**src/rtl/conv_seq_pkg.sv**
```systemverilog
// conv_seq_pkg: shared FSM state type and layer-geometry helpers for the
// convolution batch sequencer.
package conv_seq_pkg;

  typedef enum logic [2:0] {
    IDLE,
    CLEAR,
    RUN,
    DRAIN,
    WRITE,
    WAIT_OUT,
    DONE
  } state_t;

  localparam int DEF_LENX = 64;
  localparam int DEF_LENF = 33;
  localparam int DEF_P    = 16;

  // Number of valid convolution outputs for an input of lenx and filter of lenf.
  function automatic int calcSize(input int lenx, input int lenf);
    return lenx - lenf + 1;
  endfunction

  // Number of P-wide batches needed to cover size outputs (rounded up).
  function automatic int calcNbatch(input int size, input int p);
    return (size + p - 1) / p;
  endfunction

  // True when value can be represented in an unsigned field of width bits.
  function automatic bit fitsWidth(input int value, input int width);
    return (value >= 0) && (value < (1 << width));
  endfunction

  localparam int SIZE   = calcSize(DEF_LENX, DEF_LENF);
  localparam int NBATCH = calcNbatch(SIZE, DEF_P);

endpackage

```
**src/rtl/conv_lane_addr_gen.sv**
```systemverilog
// conv_lane_addr_gen: combinational per-lane X read address generator.
// Lane i reads start+i+k, saturated at the last valid X index so tail
// lanes of a short final batch never wrap back into the buffer.
module conv_lane_addr_gen #(
  parameter int ADDRX = 6,
  parameter int ADDRF = 6,
  parameter int LENX  = 64,
  parameter int P     = 16
) (
  input  logic [ADDRX-1:0]         i_startAddr,
  input  logic [ADDRF-1:0]         i_k,
  output logic [P-1:0][ADDRX-1:0]  o_laneAddr
);

  localparam logic [ADDRX:0]   LIMIT_WIDE = (ADDRX+1)'(LENX - 1);
  localparam logic [ADDRX-1:0] LIMIT      = ADDRX'(LENX - 1);

  logic [ADDRX:0] w_sum;

  // Sum one bit wider than the address so an overrun is visible before the clamp.
  always_comb begin
    w_sum      = '0;
    o_laneAddr = '0;
    for (int i = 0; i < P; i++) begin
      w_sum = (ADDRX+1)'(i_startAddr) + (ADDRX+1)'(i_k) + (ADDRX+1)'(i);
      o_laneAddr[i] = (w_sum > LIMIT_WIDE) ? LIMIT : w_sum[ADDRX-1:0];
    end
  end

endmodule

```
**src/rtl/conv_batch_sequencer.sv**
```systemverilog
// conv_batch_sequencer: drives the P-lane convolution datapath for one layer.
// Waits for a full X buffer, then for each batch of P outputs clears the
// accumulators, walks the filter, drains the MAC pipeline, hands the results
// to the output controller and waits for it before the next batch.
// Optional build macro CONV_SEQ_PERF_EN adds a saturating busy_cycles counter.
module conv_batch_sequencer
  import conv_seq_pkg::*;
#(
  parameter int ADDRX   = 6,
  parameter int ADDRF   = 6,
  parameter int LENX    = DEF_LENX,
  parameter int LENF    = DEF_LENF,
  parameter int P       = DEF_P,
  parameter int MAC_LAT = 2
) (
  input  logic                     clk,
  input  logic                     reset,
  input  logic                     read_done_x,
  input  logic                     write_done,
  output logic [P-1:0][ADDRX-1:0]  m_addr_read_x,
  output logic [ADDRF-1:0]         m_addr_read_f,
  output logic                     en_acc,
  output logic                     clr_acc,
  output logic                     valid_op,
  output logic [ADDRX-1:0]         start_addr,
  output logic                     conv_done,
  output logic                     all_done
`ifdef CONV_SEQ_PERF_EN
  ,
  output logic [31:0]              busy_cycles
`endif
);

  localparam int LAYER_SIZE   = calcSize(LENX, LENF);
  localparam int LAYER_NBATCH = calcNbatch(LAYER_SIZE, P);
  localparam int BATCH_W      = $clog2(LAYER_NBATCH + 1);
  localparam int DRAIN_W      = $clog2(MAC_LAT + 1);

  localparam logic [ADDRF-1:0]   K_LAST     = ADDRF'(LENF - 1);
  localparam logic [ADDRX-1:0]   P_STEP     = ADDRX'(P);
  localparam logic [BATCH_W-1:0] BATCH_LAST = BATCH_W'(LAYER_NBATCH - 1);
  localparam logic [DRAIN_W-1:0] DRAIN_LAST = DRAIN_W'(MAC_LAT - 1);

  if (!fitsWidth(LENX - 1, ADDRX)) begin : g_badAddrx
    $error("conv_batch_sequencer: ADDRX cannot hold LENX-1");
  end
  if (!fitsWidth(LENF - 1, ADDRF)) begin : g_badAddrf
    $error("conv_batch_sequencer: ADDRF cannot hold LENF-1");
  end
  if (MAC_LAT < 1) begin : g_badLat
    $error("conv_batch_sequencer: MAC_LAT must be at least 1");
  end
  if ((LENX == DEF_LENX) && (LENF == DEF_LENF) && (P == DEF_P) &&
      ((LAYER_SIZE != SIZE) || (LAYER_NBATCH != NBATCH))) begin : g_badDefaults
    $error("conv_batch_sequencer: default geometry disagrees with conv_seq_pkg");
  end

  state_t                r_state;
  logic [ADDRF-1:0]      r_k;
  logic [DRAIN_W-1:0]    r_drain;
  logic [BATCH_W-1:0]    r_batch;
  logic [ADDRX-1:0]      r_startAddr;
  logic                  r_laneEn;
  logic                  r_clrAcc;
  logic                  r_validOp;
  logic                  r_allDone;
  logic [MAC_LAT-1:0]    r_enPipe;
  logic [P-1:0][ADDRX-1:0] w_laneAddr;
  logic                  w_runValid;

  assign w_runValid = (r_state == RUN);

  // Layer/batch sequencing FSM; pulse outputs are set on the edge entering their state.
  always_ff @(posedge clk or posedge reset) begin
    if (reset) begin
      r_state     <= IDLE;
      r_k         <= '0;
      r_drain     <= '0;
      r_batch     <= '0;
      r_startAddr <= '0;
      r_laneEn    <= 1'b0;
      r_clrAcc    <= 1'b0;
      r_validOp   <= 1'b0;
      r_allDone   <= 1'b0;
    end else begin
      r_clrAcc  <= 1'b0;
      r_validOp <= 1'b0;
      r_allDone <= 1'b0;
      case (r_state)
        IDLE: begin
          if (read_done_x) begin
            r_startAddr <= '0;
            r_batch     <= '0;
            r_laneEn    <= 1'b1;
            r_clrAcc    <= 1'b1;
            r_state     <= CLEAR;
          end
        end
        CLEAR: begin
          r_k     <= '0;
          r_state <= RUN;
        end
        RUN: begin
          if (r_k == K_LAST) begin
            r_drain <= '0;
            r_state <= DRAIN;
          end else begin
            r_k <= r_k + 1'b1;
          end
        end
        DRAIN: begin
          if (r_drain == DRAIN_LAST) begin
            r_validOp <= 1'b1;
            r_state   <= WRITE;
          end else begin
            r_drain <= r_drain + 1'b1;
          end
        end
        WRITE: begin
          r_state <= WAIT_OUT;
        end
        WAIT_OUT: begin
          if (write_done) begin
            if (r_batch == BATCH_LAST) begin
              r_allDone <= 1'b1;
              r_state   <= DONE;
            end else begin
              r_batch     <= r_batch + 1'b1;
              r_startAddr <= r_startAddr + P_STEP;
              r_clrAcc    <= 1'b1;
              r_state     <= CLEAR;
            end
          end
        end
        DONE: begin
          r_state <= IDLE;
        end
        default: begin
          r_state <= IDLE;
        end
      endcase
    end
  end

  // Delay the RUN flag by the memory-plus-MAC-input latency to line up with operands.
  always_ff @(posedge clk or posedge reset) begin
    if (reset) begin
      r_enPipe <= '0;
    end else begin
      r_enPipe <= MAC_LAT'({r_enPipe, w_runValid});
    end
  end

`ifdef CONV_SEQ_PERF_EN
  logic [31:0] r_busyCycles;

  // Saturating count of non-idle cycles, restarted whenever a new layer begins.
  always_ff @(posedge clk or posedge reset) begin
    if (reset) begin
      r_busyCycles <= '0;
    end else if ((r_state == IDLE) && read_done_x) begin
      r_busyCycles <= '0;
    end else if ((r_state != IDLE) && (r_busyCycles != 32'hFFFF_FFFF)) begin
      r_busyCycles <= r_busyCycles + 32'd1;
    end
  end

  assign busy_cycles = r_busyCycles;
`endif

  conv_lane_addr_gen #(
    .ADDRX (ADDRX),
    .ADDRF (ADDRF),
    .LENX  (LENX),
    .P     (P)
  ) u_laneAddr (
    .i_startAddr (r_startAddr),
    .i_k         (r_k),
    .o_laneAddr  (w_laneAddr)
  );

  // Lane addresses read as zero until the first layer starts after reset.
  assign m_addr_read_x = r_laneEn ? w_laneAddr : '0;
  assign m_addr_read_f = r_k;
  assign en_acc        = r_enPipe[MAC_LAT-1];
  assign clr_acc       = r_clrAcc;
  assign valid_op      = r_validOp;
  assign conv_done     = r_validOp;
  assign start_addr    = r_startAddr;
  assign all_done      = r_allDone;

endmodule

```
**config.mk**
```make
export PLATFORM = sky130hd
export DESIGN_NAME = conv_batch_sequencer
export DESIGN_NICKNAME = d
export VERILOG_FILES = /design/src/rtl/conv_seq_pkg.sv /design/src/rtl/conv_lane_addr_gen.sv /design/src/rtl/conv_batch_sequencer.sv
export SDC_FILE = /design/constraint.sdc
export NUM_CORES = 1
export LEC_CHECK = 0
export BUFFER_PORTS_ARGS = -buffer_cell sky130_fd_sc_hd__buf_2
export CAP_MARGIN = 10
export CORE_MARGIN = 2
export CORE_UTILIZATION = 35
export CTS_CLUSTER_DIAMETER = 150
export CTS_CLUSTER_SIZE = 25
export DETAILED_ROUTE_END_ITERATION = 8
export PLACE_DENSITY = 0.67
export SETUP_SLACK_MARGIN = 0.4
export SYNTH_ARGS = -nofsm -noshare
export SYNTH_HDL_FRONTEND = slang
export SYNTH_HIERARCHICAL = 1
export SYNTH_SLANG_ARGS = --single-unit
```
**constraint.sdc**
```tcl
create_clock -name clk -period 4.4 [get_ports clk]
set_input_delay 1.32 -clock clk [delete_from_list [all_inputs] [get_ports clk]]
set_output_delay 1.32 -clock clk [all_outputs]
set_load 0.05 [all_outputs]
```
==> results_tabular.tex, run 1 <==
\begin{tabular}{lr}
\hline
Metric & Value \\
\hline
\multicolumn{2}{l}{\textbf{Run status}} \\
\quad Status & finished, violations left \\
\quad Failing checks & setup timing \\
\multicolumn{2}{l}{\textbf{Floorplan}} \\
\quad Ports & 117 \\
\quad Die outline width & 115 um \\
\quad Full die area & 0.0132 mm\^{}2 \\
\quad Number of rows in the core area & 40 \\
\quad Effective utilization at floorplan & 35.9\% \\
\quad Core region area & 0.0120 mm\^{}2 \\
\quad Die Y & 115 um \\
\multicolumn{2}{l}{\textbf{Placed design}} \\
\quad Count of buffers from port buffering & 112 \\
\quad Area after detailed placement & 0.00566 mm\^{}2 \\
\quad RePlAce Congestion & 0.919 \\
\quad DPL Wire Length & 12.2 mm \\
\multicolumn{2}{l}{\textbf{Timing}} \\
\quad Clock Skew & 3.01 ps \\
\quad Number of pins with negative max-slew slack in the final report & 0 \\
\quad Setup repair after global routing missed its margin & yes \\
\quad Share of the cycle needed by the critical path after routing & 102\% \\
\quad Transition time at the pin with the least slew margin & 802 ps \\
\quad Maximum clock rate & 223 MHz \\
\quad Final period demand of the worst path & 4480 ps \\
\quad Number of hold violations in the final report & 0 \\
\quad Worst max-slew margin expressed relative to the limit & 46.5\% \\
\quad Setup Viol. Count Final & 4 \\
\quad Final setup slack of the worst path & -76.8 ps \\
\multicolumn{2}{l}{\textbf{GRT}} \\
\quad Antenna violations before repair & 0 \\
\quad Largest net degree at the start of global routing & 43 \\
\quad Global-route usage over all layers & 27.2\% \\
\quad Leftover overflow at the end of global routing & 0 \\
\quad Wire length of the first global-routing pass & 29.0 mm \\
\quad Vias in the first global route & 5718 \\
\multicolumn{2}{l}{\textbf{Logic synthesis}} \\
\quad Register bit count reported by yosys & 21 \\
\quad Post-synthesis cell area & 0.00432 mm\^{}2 \\
\quad Biggest area contributors in the synthesized netlist & sky130\_fd\_sc\_hd\_\_and2\_1 15\%, sky130\_fd\_sc\_hd\_\_dfrtp\_1 12\%, sky130\_fd\_sc\_hd\_\_nand2\_1 7.5\% \\
\quad Most numerous cell types in the synthesized netlist & 103 x sky130\_fd\_sc\_hd\_\_and2\_1, 86 x sky130\_fd\_sc\_hd\_\_nand2\_1, 35 x sky130\_fd\_sc\_hd\_\_a21oi\_1 \\
\quad Cells after Synth & 625 \\
\quad Async set-reset flop share out of synthesis & 100\% \\
\quad Number of flops mapped to enable cells by yosys & 0 \\
\quad Yosys top cell by area & sky130\_fd\_sc\_hd\_\_and2\_1 \\
\quad Fraction of the yosys area taken by sequential cells & 12.2\% \\
\quad Dominant synthesized flop cell & sky130\_fd\_sc\_hd\_\_dfrtp\_1 \\
\quad Distinct cell type count of the synthesized netlist & 84 \\
\quad Dominant cell by count in the synthesized netlist & sky130\_fd\_sc\_hd\_\_and2\_1 \\
\quad Synthesis warning total & 6 \\
\quad Fraction of synthesized cell area taken by the top area cell type & 14.9\% \\
\quad Avg Synthesized Cell Area & 6.90 um\^{}2 \\
\multicolumn{2}{l}{\textbf{Detailed routing}} \\
\quad Count of nets left with antenna violations after detail routing & 0 \\
\quad DR pass1 iterations & 5 \\
\quad Total via count after detailed routing & 6193 \\
\quad Routed len/inst & 22.3 um \\
\quad Vias per cell & 6.14 \\
\quad Wire length after detailed routing & 22.5 mm \\
\quad Number of remaining DRC errors & 0 \\
\quad First DRT Iteration DRCs & 578 \\
\multicolumn{2}{l}{\textbf{Layout}} \\
\quad Proportion of layout cells with a drive suffix above 1 & 66.1\% \\
\quad Cell area after layout & 0.00890 mm\^{}2 \\
\quad Nets & 893 \\
\quad Area delta synth->final & 106\% \\
\quad Fillers & 710 \\
\quad Antenna diode instance count & 0 \\
\multicolumn{2}{l}{\textbf{Clocking}} \\
\quad Largest buffer count on any clock path & 2 \\
\quad CTS sink count & 21 \\
\quad CTS Buf Count & 3 \\
\quad Clk\_lat worst skew & 260 ps \\
\quad Clock tree from TritonCTS & done \\
\quad Clock edge transition at the registers on the reported setup and hold paths & 60 ps \\
\quad H-tree levels & 1 \\
\quad Cell at the root of the clock tree & sky130\_fd\_sc\_hd\_\_clkbuf\_16 \\
\multicolumn{2}{l}{\textbf{Setup path}} \\
\quad Worst Path Max Fanout & 6 \\
\quad Sort of element at the end of the critical path & output port \\
\quad Sort of element at the start of the critical path & flip-flop \\
\quad Data required time of the critical path & 3080 ps \\
\quad Setup CP Type & reg -> out \\
\quad Crit-path cells & inv\_2 > fa\_2 > ha\_4 > a21o\_1 > buf\_6 > nor4\_2 > o21ai\_1 > a31oi\_1 > o22a\_2 > nand2b\_1 > and2\_4 > buf\_8 \\
\quad Cell class contributing the biggest share of worst-path delay & compound AO/OA/AOI/OAI gates \\
\quad Slowest stage cell, crit path & sky130\_fd\_sc\_hd\_\_fa\_2 \\
\quad Critical Path Max Stage Delay & 570 ps \\
\quad Buffer and inverter count on the worst path & 3 \\
\quad Arr. time, crit path & 3160 ps \\
\multicolumn{2}{l}{\textbf{Min path}} \\
\quad Classification of the worst-slack hold path & reg -> reg \\
\multicolumn{2}{l}{\textbf{Flow run}} \\
\quad Max capacitance violation total & 0 \\
\hline
\end{tabular}
-- logic make-up after synthesis --
kind of cell / Yosys count / synth area share [%]
adder cells (fa/ha/maj): 26 / 7.71
flip-flops: 21 / 12.2
XOR/XNOR: 33 / 7.94
AO/OA/AOI/OAI: 143 / 22.9
AND/OR/NAND/NOR: 316 / 39.3
buffers and inverters: 74 / 7.22
multiplexers: 11 / 2.61
other: 1 / 0.0869
-- routing by layer --
metal  track usage [%]  vias up  wire length, um
li1                  -     2645                -
met1              32.8     2948             7880
met2              49.2      450            11200
met3              1.95      150             1930
met4              12.4        0             1480
met5                 0        -                0
-- per-stage QoR --
step	setup slack, ps	instances	setup TNS, ps	hold WS, ps	util (%)
finish	-76.8	1009	-241	359	74.1
global route	-150	1009	-636	371	74.1
CTS	89.2	966	0	363	63.0
detailed placement	82.6	896	0	343	47.1
global placement	72.9	896	0	348	47.1
floorplan	43.0	633	0	331	-
-- worst reg2reg max path, cell delays in order (launching register included) --
cell	delay (ps)
sky130_fd_sc_hd__dfrtp_1	550
sky130_fd_sc_hd__or3b_2	530
sky130_fd_sc_hd__a21oi_1	300
sky130_fd_sc_hd__mux2_2	370
-- registers in the layout (all words and copies together) (netlist names), 2 cells and up --
signal and flops:
r_enPipe 2, m_addr_read_f 6, r_drain 2, start_addr 2, r_state 3, r_batch 2
-- cell type report --
cell class,instances,area (um^2),share of cell area (%)
clock buffer,3,75.1,0.844
clock inverter,1,5.00,0.0562
inverter,28,144,1.62
multi-input combinational,538,5070,57.0
sequential,21,534,6.00
tap,147,184,2.07
timing repair buffer,271,2880,32.4
-- worst paths after layout --
path | startpoint | end | slack, ps | cells after the start
max | m_addr_read_f[1]$_DFFE_PP0P_ | m_addr_read_x[66] | -80 | 12
max reg2reg | r_state[0]$_DFFE_PP0P_ | start_addr[4]$_DFFE_PP0P_ | 2540 | 3
max in group asynchronous | reset | m_addr_read_f[0]$_DFFE_PP0P_ | 2640 | 2
min reg2reg | r_enPipe[0]$_DFF_PP0_ | r_enPipe[1]$_DFF_PP0_ | 360 | 0
min in group asynchronous | reset | r_batch[0]$_DFFE_PP0P_ | 1210 | 2
min | r_enPipe[0]$_DFF_PP0_ | r_enPipe[1]$_DFF_PP0_ | 360 | 0
-- cell usage in the layout (no fill, tap or decap), types with 11 or more instances in the layout --
cell type,instances
sky130_fd_sc_hd__a21oi_1,19
sky130_fd_sc_hd__a21oi_2,11
sky130_fd_sc_hd__and2_1,19
sky130_fd_sc_hd__and2_4,78
sky130_fd_sc_hd__buf_2,20
sky130_fd_sc_hd__buf_4,108
sky130_fd_sc_hd__buf_6,58
sky130_fd_sc_hd__buf_8,74
sky130_fd_sc_hd__dfrtp_1,14
sky130_fd_sc_hd__ha_4,16
sky130_fd_sc_hd__inv_1,16
sky130_fd_sc_hd__nand2_1,53
sky130_fd_sc_hd__nand2_2,20
sky130_fd_sc_hd__nand2_4,11
sky130_fd_sc_hd__nand3_1,18
sky130_fd_sc_hd__nor2_1,17
sky130_fd_sc_hd__xnor2_1,14
-- repair_timing --
action | CTS | global route
hold buffers | 0 | 0
gates resized for setup | 346 | 242
gates cloned | 2 | 1
setup endpoints to repair | 92 | 93
setup buffers | 64 | 42
pin swaps | 62 | 67
Power of run 1 is left out: the tool's default activity adds up to more than one toggle a clock period on the data nets, which glitch-free logic cannot reach.
==> inputs of run 2 (changes only) <==
CORE_UTILIZATION = 40   (was 35)
PLACE_DENSITY = 0.74   (was 0.67)
==> run 2 against run 1 <==
The run still ends with setup timing left. Highest routed layer unchanged. Non-clock buffer count fell by 47. Critical path depth fell by 1. Utilization rose by 3.1 points. Hold slack improved by 5.3 ps. Flip-flop and latch count did not move.
==> results_tabular.tex, run 2 (synthesis results as in run 1) <==
\begin{tabular}{lr}
\hline
Metric & Value \\
\hline
\multicolumn{2}{l}{\textbf{Run status}} \\
\quad Status & finished, violations left \\
\quad Failing checks & setup timing \\
\multicolumn{2}{l}{\textbf{GRT}} \\
\quad Largest net degree at the start of global routing & 52 (+21\%) \\
\quad Vias in the first global route & 5252 (-8.1\%) \\
\quad Leftover overflow at the end of global routing & 0 (unchanged) \\
\quad Global-route usage over all layers & 29.0\% (+1.8 points) \\
\quad Wire length of the first global-routing pass & 27.2 mm (-6.2\%) \\
\quad Antenna violations before repair & 0 (unchanged) \\
\multicolumn{2}{l}{\textbf{Detailed routing}} \\
\quad Vias per cell & 6.24 (+1.6\%) \\
\quad Wire length after detailed routing & 20.8 mm (-7.4\%) \\
\quad Count of nets left with antenna violations after detail routing & 0 (unchanged) \\
\quad Total via count after detailed routing & 5931 (-4.2\%) \\
\quad Routed len/inst & 21.9 um (-1.8\%) \\
\quad First DRT Iteration DRCs & 503 (-13\%) \\
\quad Number of remaining DRC errors & 0 (unchanged) \\
\quad DR pass1 iterations & 5 (unchanged) \\
\multicolumn{2}{l}{\textbf{Clocking}} \\
\quad Clk\_lat worst skew & 260 ps (about the same) \\
\quad Largest buffer count on any clock path & 2 (unchanged) \\
\quad Cell at the root of the clock tree & sky130\_fd\_sc\_hd\_\_clkbuf\_8 \\
\quad H-tree levels & 1 (unchanged) \\
\quad CTS sink count & 21 (unchanged) \\
\quad Clock edge transition at the registers on the reported setup and hold paths & 80 ps (+20 ps) \\
\quad CTS Buf Count & 3 (unchanged) \\
\quad Clock tree from TritonCTS & done \\
\multicolumn{2}{l}{\textbf{Floorplan}} \\
\quad Die outline width & 108 um (-6.2\%) \\
\quad Ports & 117 (unchanged) \\
\quad Effective utilization at floorplan & 41.4\% (+5.5 points) \\
\quad Number of rows in the core area & 37 (-7.5\%) \\
\quad Die Y & 108 um (-6.2\%) \\
\quad Core region area & 0.0104 mm\^{}2 (-13\%) \\
\quad Full die area & 0.0116 mm\^{}2 (-12\%) \\
\multicolumn{2}{l}{\textbf{Layout}} \\
\quad Final core area utilization & 77.2\% (+3.1 points) \\
\quad Area delta synth->final & 86.3\% \\
\quad Nets & 846 (-5.3\%) \\
\quad Fillers & 607 (-15\%) \\
\quad Cell area after layout & 0.00804 mm\^{}2 (-9.7\%) \\
\quad Antenna diode instance count & 0 (unchanged) \\
\quad Most frequent cells in the layout & 87 x sky130\_fd\_sc\_hd\_\_buf\_4, 79 x sky130\_fd\_sc\_hd\_\_and2\_4, 68 x sky130\_fd\_sc\_hd\_\_nand2\_1 \\
\quad Most common cell after layout, fill and taps aside & sky130\_fd\_sc\_hd\_\_buf\_4 \\
\quad Flip-flop count of the largest register, all copies and words added & 6 (unchanged) \\
\quad Proportion of layout cells with a drive suffix above 1 & 60.1\% (-6.0 points) \\
\multicolumn{2}{l}{\textbf{Setup path}} \\
\quad Worst Path Max Fanout & 7 (+1) \\
\quad Data required time of the critical path & 3080 ps (about the same) \\
\quad R2R setup slack & 2520 ps (-20 ps) \\
\quad Crit-path cells & inv\_2 > fa\_2 > buf\_4 > ha\_1 > nor2b\_2 > nor3\_1 > o211ai\_1 > a21oi\_2 > or2\_2 > and2\_4 > buf\_4 \\
\quad Arr. time, crit path & 3090 ps (-70 ps) \\
\quad Capture point of the worst reg-to-reg path & start\_addr[4]\$\_DFFE\_PP0P\_ \\
\quad Buffer and inverter count on the worst path & 3 (unchanged) \\
\quad Critical Path Max Stage Delay & 580 ps (about the same) \\
\quad Sort of element at the end of the critical path & output port \\
\quad Setup CP Type & reg -> out \\
\quad Sort of element at the start of the critical path & flip-flop \\
\quad Launch point of the worst reg-to-reg path & r\_state[0]\$\_DFFE\_PP0P\_ \\
\quad Slowest stage cell, crit path & sky130\_fd\_sc\_hd\_\_fa\_2 \\
\quad Count of cells along the worst register-to-register path & 3 (unchanged) \\
\quad Most common cell on crit path & sky130\_fd\_sc\_hd\_\_buf\_4 \\
\quad Cell class contributing the biggest share of worst-path delay & adder cells \\
\multicolumn{2}{l}{\textbf{Timing}} \\
\quad Final setup slack of the worst path & -14.9 ps (+61.9 ps) \\
\quad Transition time at the pin with the least slew margin & 796 ps (-5.75 ps) \\
\quad Setup Viol. Count Final & 3 (-1) \\
\quad Number of pins with negative max-slew slack in the final report & 0 (unchanged) \\
\quad Share of the cycle needed by the critical path after routing & 100\% (-1.4 points) \\
\quad Final period demand of the worst path & 4410 ps (-61.9 ps) \\
\quad Worst max-slew margin expressed relative to the limit & 46.9\% (+0.38 points) \\
\quad Worst hold slack & 364 ps (+5.27 ps) \\
\quad Number of hold violations in the final report & 0 (unchanged) \\
\quad Setup repair after global routing missed its margin & yes \\
\quad Clock Skew & 1.80 ps (-1.21 ps) \\
\quad Maximum clock rate & 227 MHz (+1.4\%) \\
\multicolumn{2}{l}{\textbf{Min path}} \\
\quad Cells on Worst Hold Path & 0 (unchanged) \\
\quad Endpoint of the worst hold-timing path & r\_enPipe[1]\$\_DFF\_PP0\_ \\
\quad Hold Startpoint & r\_enPipe[0]\$\_DFF\_PP0\_ \\
\quad Classification of the worst-slack hold path & reg -> reg \\
\multicolumn{2}{l}{\textbf{Placed design}} \\
\quad RePlAce Congestion & 0.967 (+5.2\%) \\
\quad Post-place setup slack & 104 ps (+21.2 ps) \\
\quad Area after detailed placement & 0.00556 mm\^{}2 (-1.7\%) \\
\quad Count of buffers from port buffering & 112 (unchanged) \\
\quad DPL Wire Length & 11.5 mm (-5.6\%) \\
\multicolumn{2}{l}{\textbf{Flow run}} \\
\quad Max capacitance violation total & 0 (unchanged) \\
\hline
\end{tabular}
run 2: changes by cell type in the layout (fill, tap and decap cells not counted), sizes merged:
cell	before	now
buf	268	222
clkbuf	6	5
clkinv	1	2
clkinvlp	1	0
run 2: area by class of cell:
class                           instances  area, um^2  area share, %
Timing Repair Buffer                  224        2350           29.2
Clock buffer                            3        41.3          0.514
Clock inverter                          1        5.00         0.0622
Multi-Input combinational cell        538        4810           59.8
Sequential cell                        21         534           6.64
Tap cell                              136         170           2.12
Inverter                               28         128           1.59
run 2: worst max path at each step:
stage | depth (start not counted) | slack [ps] | startpoint | to
after floorplan | 15 | 40 | m_addr_read_f[2]$_DFFE_PP0P_ | m_addr_read_x[66]
after global placement | 12 | 140 | m_addr_read_f[3]$_DFFE_PP0P_ | m_addr_read_x[43]
after detailed placement | 10 | 100 | m_addr_read_f[3]$_DFFE_PP0P_ | m_addr_read_x[61]
after CTS | 13 | 80 | m_addr_read_f[1]$_DFFE_PP0P_ | m_addr_read_x[67]
after global routing | 13 | -80 | m_addr_read_f[1]$_DFFE_PP0P_ | m_addr_read_x[68]
final | 11 | -10 | m_addr_read_f[1]$_DFFE_PP0P_ | m_addr_read_x[36]
run 2: timing repair:
item,4_1_cts,5_1_grt
gates resized for setup,259,235
endpoints found under the setup margin,93,91
pin swaps,52,52
hold buffers,0,0
buffers inserted,44,30
cloned,1,0
run 2: routing by layer:
layer / GRT usage (%) / wire [um] / vias up
met5: 0 / 0 / -
met4: 13.6 / 1420 / 0
met3: 1.82 / 1750 / 142
li1: - / - / 2553
met2: 51.6 / 10400 / 455
met1: 35.4 / 7280 / 2781
run 2: metrics by stage:
stage	TNS, ps	std cells
6_report	-27.0	951
5_1_grt	-459	951
4_1_cts	0	921
3_5_place_dp	0	872
3_3_place_gp	0	872
2_1_floorplan	0	633
Power of run 2 is left out for the same reason.
==> inputs of run 3 (changes only) <==
==> constraint.sdc (replaced) <==
create_clock -name clk -period 4.4 [get_ports clk]
set_input_delay 0.66 -clock clk [delete_from_list [all_inputs] [get_ports clk]]
set_output_delay 0.66 -clock clk [all_outputs]
set_load 0.05 [all_outputs]
==> run 3 against run 2 <==
The run now ends clean. First-iteration DRC count fell by 5.8%. Flip-flop and latch count unchanged. Fmax grew 12%. Wire length is 30% lower.
==> results_tabular.tex, run 3 (synthesis results as in run 1) <==
\begin{tabular}{lr}
\hline
Metric & Value \\
\hline
\multicolumn{2}{l}{\textbf{Run status}} \\
\quad Status & finished, final reports clean \\
\multicolumn{2}{l}{\textbf{Layout}} \\
\quad Proportion of layout cells with a drive suffix above 1 & 30.4\% (-30 points) \\
\quad Flip-flop count of the largest register, all copies and words added & 6 (unchanged) \\
\quad Total area of sequential cells & 532 um\^{}2 (-0.47\%) \\
\quad Multi-input gate area & 0.00366 mm\^{}2 (-24\%) \\
\quad Antenna diode instance count & 0 (unchanged) \\
\quad Most common cell after layout, fill and taps aside & sky130\_fd\_sc\_hd\_\_buf\_2 \\
\quad Fillers & 1042 (+72\%) \\
\quad Area delta synth->final & 24.6\% \\
\quad Most frequent cells in the layout & 101 x sky130\_fd\_sc\_hd\_\_buf\_2, 91 x sky130\_fd\_sc\_hd\_\_and2\_1, 85 x sky130\_fd\_sc\_hd\_\_nand2\_1 \\
\quad Cell area after layout & 0.00538 mm\^{}2 (-33\%) \\
\quad Nets & 767 (-9.3\%) \\
\multicolumn{2}{l}{\textbf{GRT}} \\
\quad Largest net degree at the start of global routing & 98 (+88\%) \\
\quad Leftover overflow at the end of global routing & 0 (unchanged) \\
\quad Wire length of the first global-routing pass & 23.1 mm (-15\%) \\
\quad Global-route usage over all layers & 24.2\% (-4.8 points) \\
\quad Antenna violations before repair & 0 (unchanged) \\
\quad Vias in the first global route & 4531 (-14\%) \\
\multicolumn{2}{l}{\textbf{Detailed routing}} \\
\quad Total via count after detailed routing & 4969 (-16\%) \\
\quad First DRT Iteration DRCs & 474 (-5.8\%) \\
\quad Number of remaining DRC errors & 0 (unchanged) \\
\quad Routed len/inst & 16.7 um (-24\%) \\
\quad DR pass1 iterations & 5 (unchanged) \\
\quad Count of nets left with antenna violations after detail routing & 0 (unchanged) \\
\quad Vias per cell & 5.70 (-8.6\%) \\
\quad Wire length after detailed routing & 14.5 mm (-30\%) \\
\multicolumn{2}{l}{\textbf{Timing}} \\
\quad Share of the cycle needed by the critical path after routing & 89.2\% (-11 points) \\
\quad Maximum clock rate & 255 MHz (+12\%) \\
\quad Number of hold violations in the final report & 0 (unchanged) \\
\quad Clock Skew & 1.73 ps (-0.0629 ps) \\
\quad Number of pins with negative max-slew slack in the final report & 0 (unchanged) \\
\quad Final setup slack of the worst path & 474 ps (+489 ps) \\
\quad Worst max-slew margin expressed relative to the limit & 28.0\% (-19 points) \\
\quad Transition time at the pin with the least slew margin & 1080 ps (+284 ps) \\
\quad Worst hold slack & 369 ps (+5.20 ps) \\
\quad Setup Viol. Count Final & 0 (-3) \\
\quad Setup repair after global routing missed its margin & yes \\
\quad Setup TNS & 0 ps (+27.0 ps) \\
\quad Final period demand of the worst path & 3930 ps (-489 ps) \\
\multicolumn{2}{l}{\textbf{Clocking}} \\
\quad CTS sink count & 21 (unchanged) \\
\quad Clock edge transition at the registers on the reported setup and hold paths & 70 ps (about the same) \\
\quad Clock tree from TritonCTS & done \\
\quad CTS Buf Count & 3 (unchanged) \\
\quad H-tree levels & 1 (unchanged) \\
\quad Clk\_lat worst skew & 260 ps (about the same) \\
\quad Largest buffer count on any clock path & 2 (unchanged) \\
\quad Cts hold-fix bufs & 0 (unchanged) \\
\quad Cell at the root of the clock tree & sky130\_fd\_sc\_hd\_\_clkbuf\_8 \\
\multicolumn{2}{l}{\textbf{Placed design}} \\
\quad Post-place setup slack & 479 ps (+375 ps) \\
\quad Area after detailed placement & 0.00513 mm\^{}2 (-7.8\%) \\
\quad RePlAce Congestion & 1.01 (+4.3\%) \\
\quad DPL Wire Length & 10.8 mm (-6.4\%) \\
\quad Count of buffers from port buffering & 112 (unchanged) \\
\multicolumn{2}{l}{\textbf{Floorplan}} \\
\quad Number of rows in the core area & 37 (unchanged) \\
\quad Die Y & 108 um (unchanged) \\
\quad Core region area & 0.0104 mm\^{}2 (unchanged) \\
\quad Ports & 117 (unchanged) \\
\quad Effective utilization at floorplan & 41.4\% (unchanged) \\
\quad Die outline width & 108 um (unchanged) \\
\quad Full die area & 0.0116 mm\^{}2 (unchanged) \\
\multicolumn{2}{l}{\textbf{Setup path}} \\
\quad Most common cell on crit path & sky130\_fd\_sc\_hd\_\_buf\_4 \\
\quad Buffer and inverter count on the worst path & 3 (unchanged) \\
\quad Setup CP Type & reg -> out \\
\quad Crit-path cells & ha\_4 > xnor2\_2 > buf\_4 > ha\_1 > buf\_4 > and3\_1 > o21ai\_0 > o22ai\_1 > a211oi\_2 > nand2\_1 > and2\_1 > buf\_2 \\
\quad Slowest stage cell, crit path & sky130\_fd\_sc\_hd\_\_dfrtp\_2 \\
\quad Critical Path Max Stage Delay & 430 ps (-150 ps) \\
\quad Sort of element at the end of the critical path & output port \\
\quad Data required time of the critical path & 3740 ps (+660 ps) \\
\quad Worst Path Max Fanout & 13 (+6) \\
\quad Arr. time, crit path & 3270 ps (+180 ps) \\
\quad Cell class contributing the biggest share of worst-path delay & compound AO/OA/AOI/OAI gates \\
\quad Sort of element at the start of the critical path & flip-flop \\
\multicolumn{2}{l}{\textbf{Min path}} \\
\quad Classification of the worst-slack hold path & reg -> reg \\
\multicolumn{2}{l}{\textbf{Flow run}} \\
\quad Max capacitance violation total & 0 (unchanged) \\
\hline
\end{tabular}
run 3: cell type report:
cell class	instances	share of cell area, %
multi-input cells	538	68.0
repair buffers	145	16.1
flip-flops and latches	21	9.89
well taps	136	3.17
inverters	28	2.00
clock buffers	4	0.838
run 3: worst reg2reg max path, stage by stage (launching register included):
cell and delay [ps]:
sky130_fd_sc_hd__dfrtp_1 550, sky130_fd_sc_hd__or3b_2 530, sky130_fd_sc_hd__a21oi_1 380, sky130_fd_sc_hd__mux2_2 380
run 3: through the flow:
stage,util [%],instances
floorplan,-,633
global placement,49.2,864
detailed placement,49.2,864
CTS,50.1,870
global route,51.6,872
finish,51.6,872
run 3: path summary, 6_finish.rpt:
kind / from / endpoint / slack (ps) / cells past startpoint
worst min register to register: r_enPipe[0]$_DFF_PP0_ / r_enPipe[1]$_DFF_PP0_ / 370 / 0
max in group asynchronous: reset / m_addr_read_f[1]$_DFFE_PP0P_ / 3340 / 2
worst max-delay path: m_addr_read_f[2]$_DFFE_PP0P_ / m_addr_read_x[52] / 470 / 12
min in group asynchronous: reset / r_batch[0]$_DFFE_PP0P_ / 530 / 2
worst min-delay path: r_enPipe[0]$_DFF_PP0_ / r_enPipe[1]$_DFF_PP0_ / 370 / 0
worst max register to register: r_state[0]$_DFFE_PP0P_ / start_addr[4]$_DFFE_PP0P_ / 2450 / 3
run 3: layer usage:
layer | up-vias | share of wire [%] | GRT usage (%)
li1 | 2391 | - | -
met1 | 2258 | 45 | 34.9
met2 | 299 | 44 | 38.0
met3 | 21 | 10 | 2.72
met4 | 0 | 1.7 | 6.78
met5 | - | 0 | 0
run 3: what timing repair did:
action | CTS | global route
pin swaps | 2 | 1
resized for setup | 13 | 41
setup endpoints to repair | 21 | 44
buffers inserted | 2 | 2
Power of run 3 is left out for the same reason.
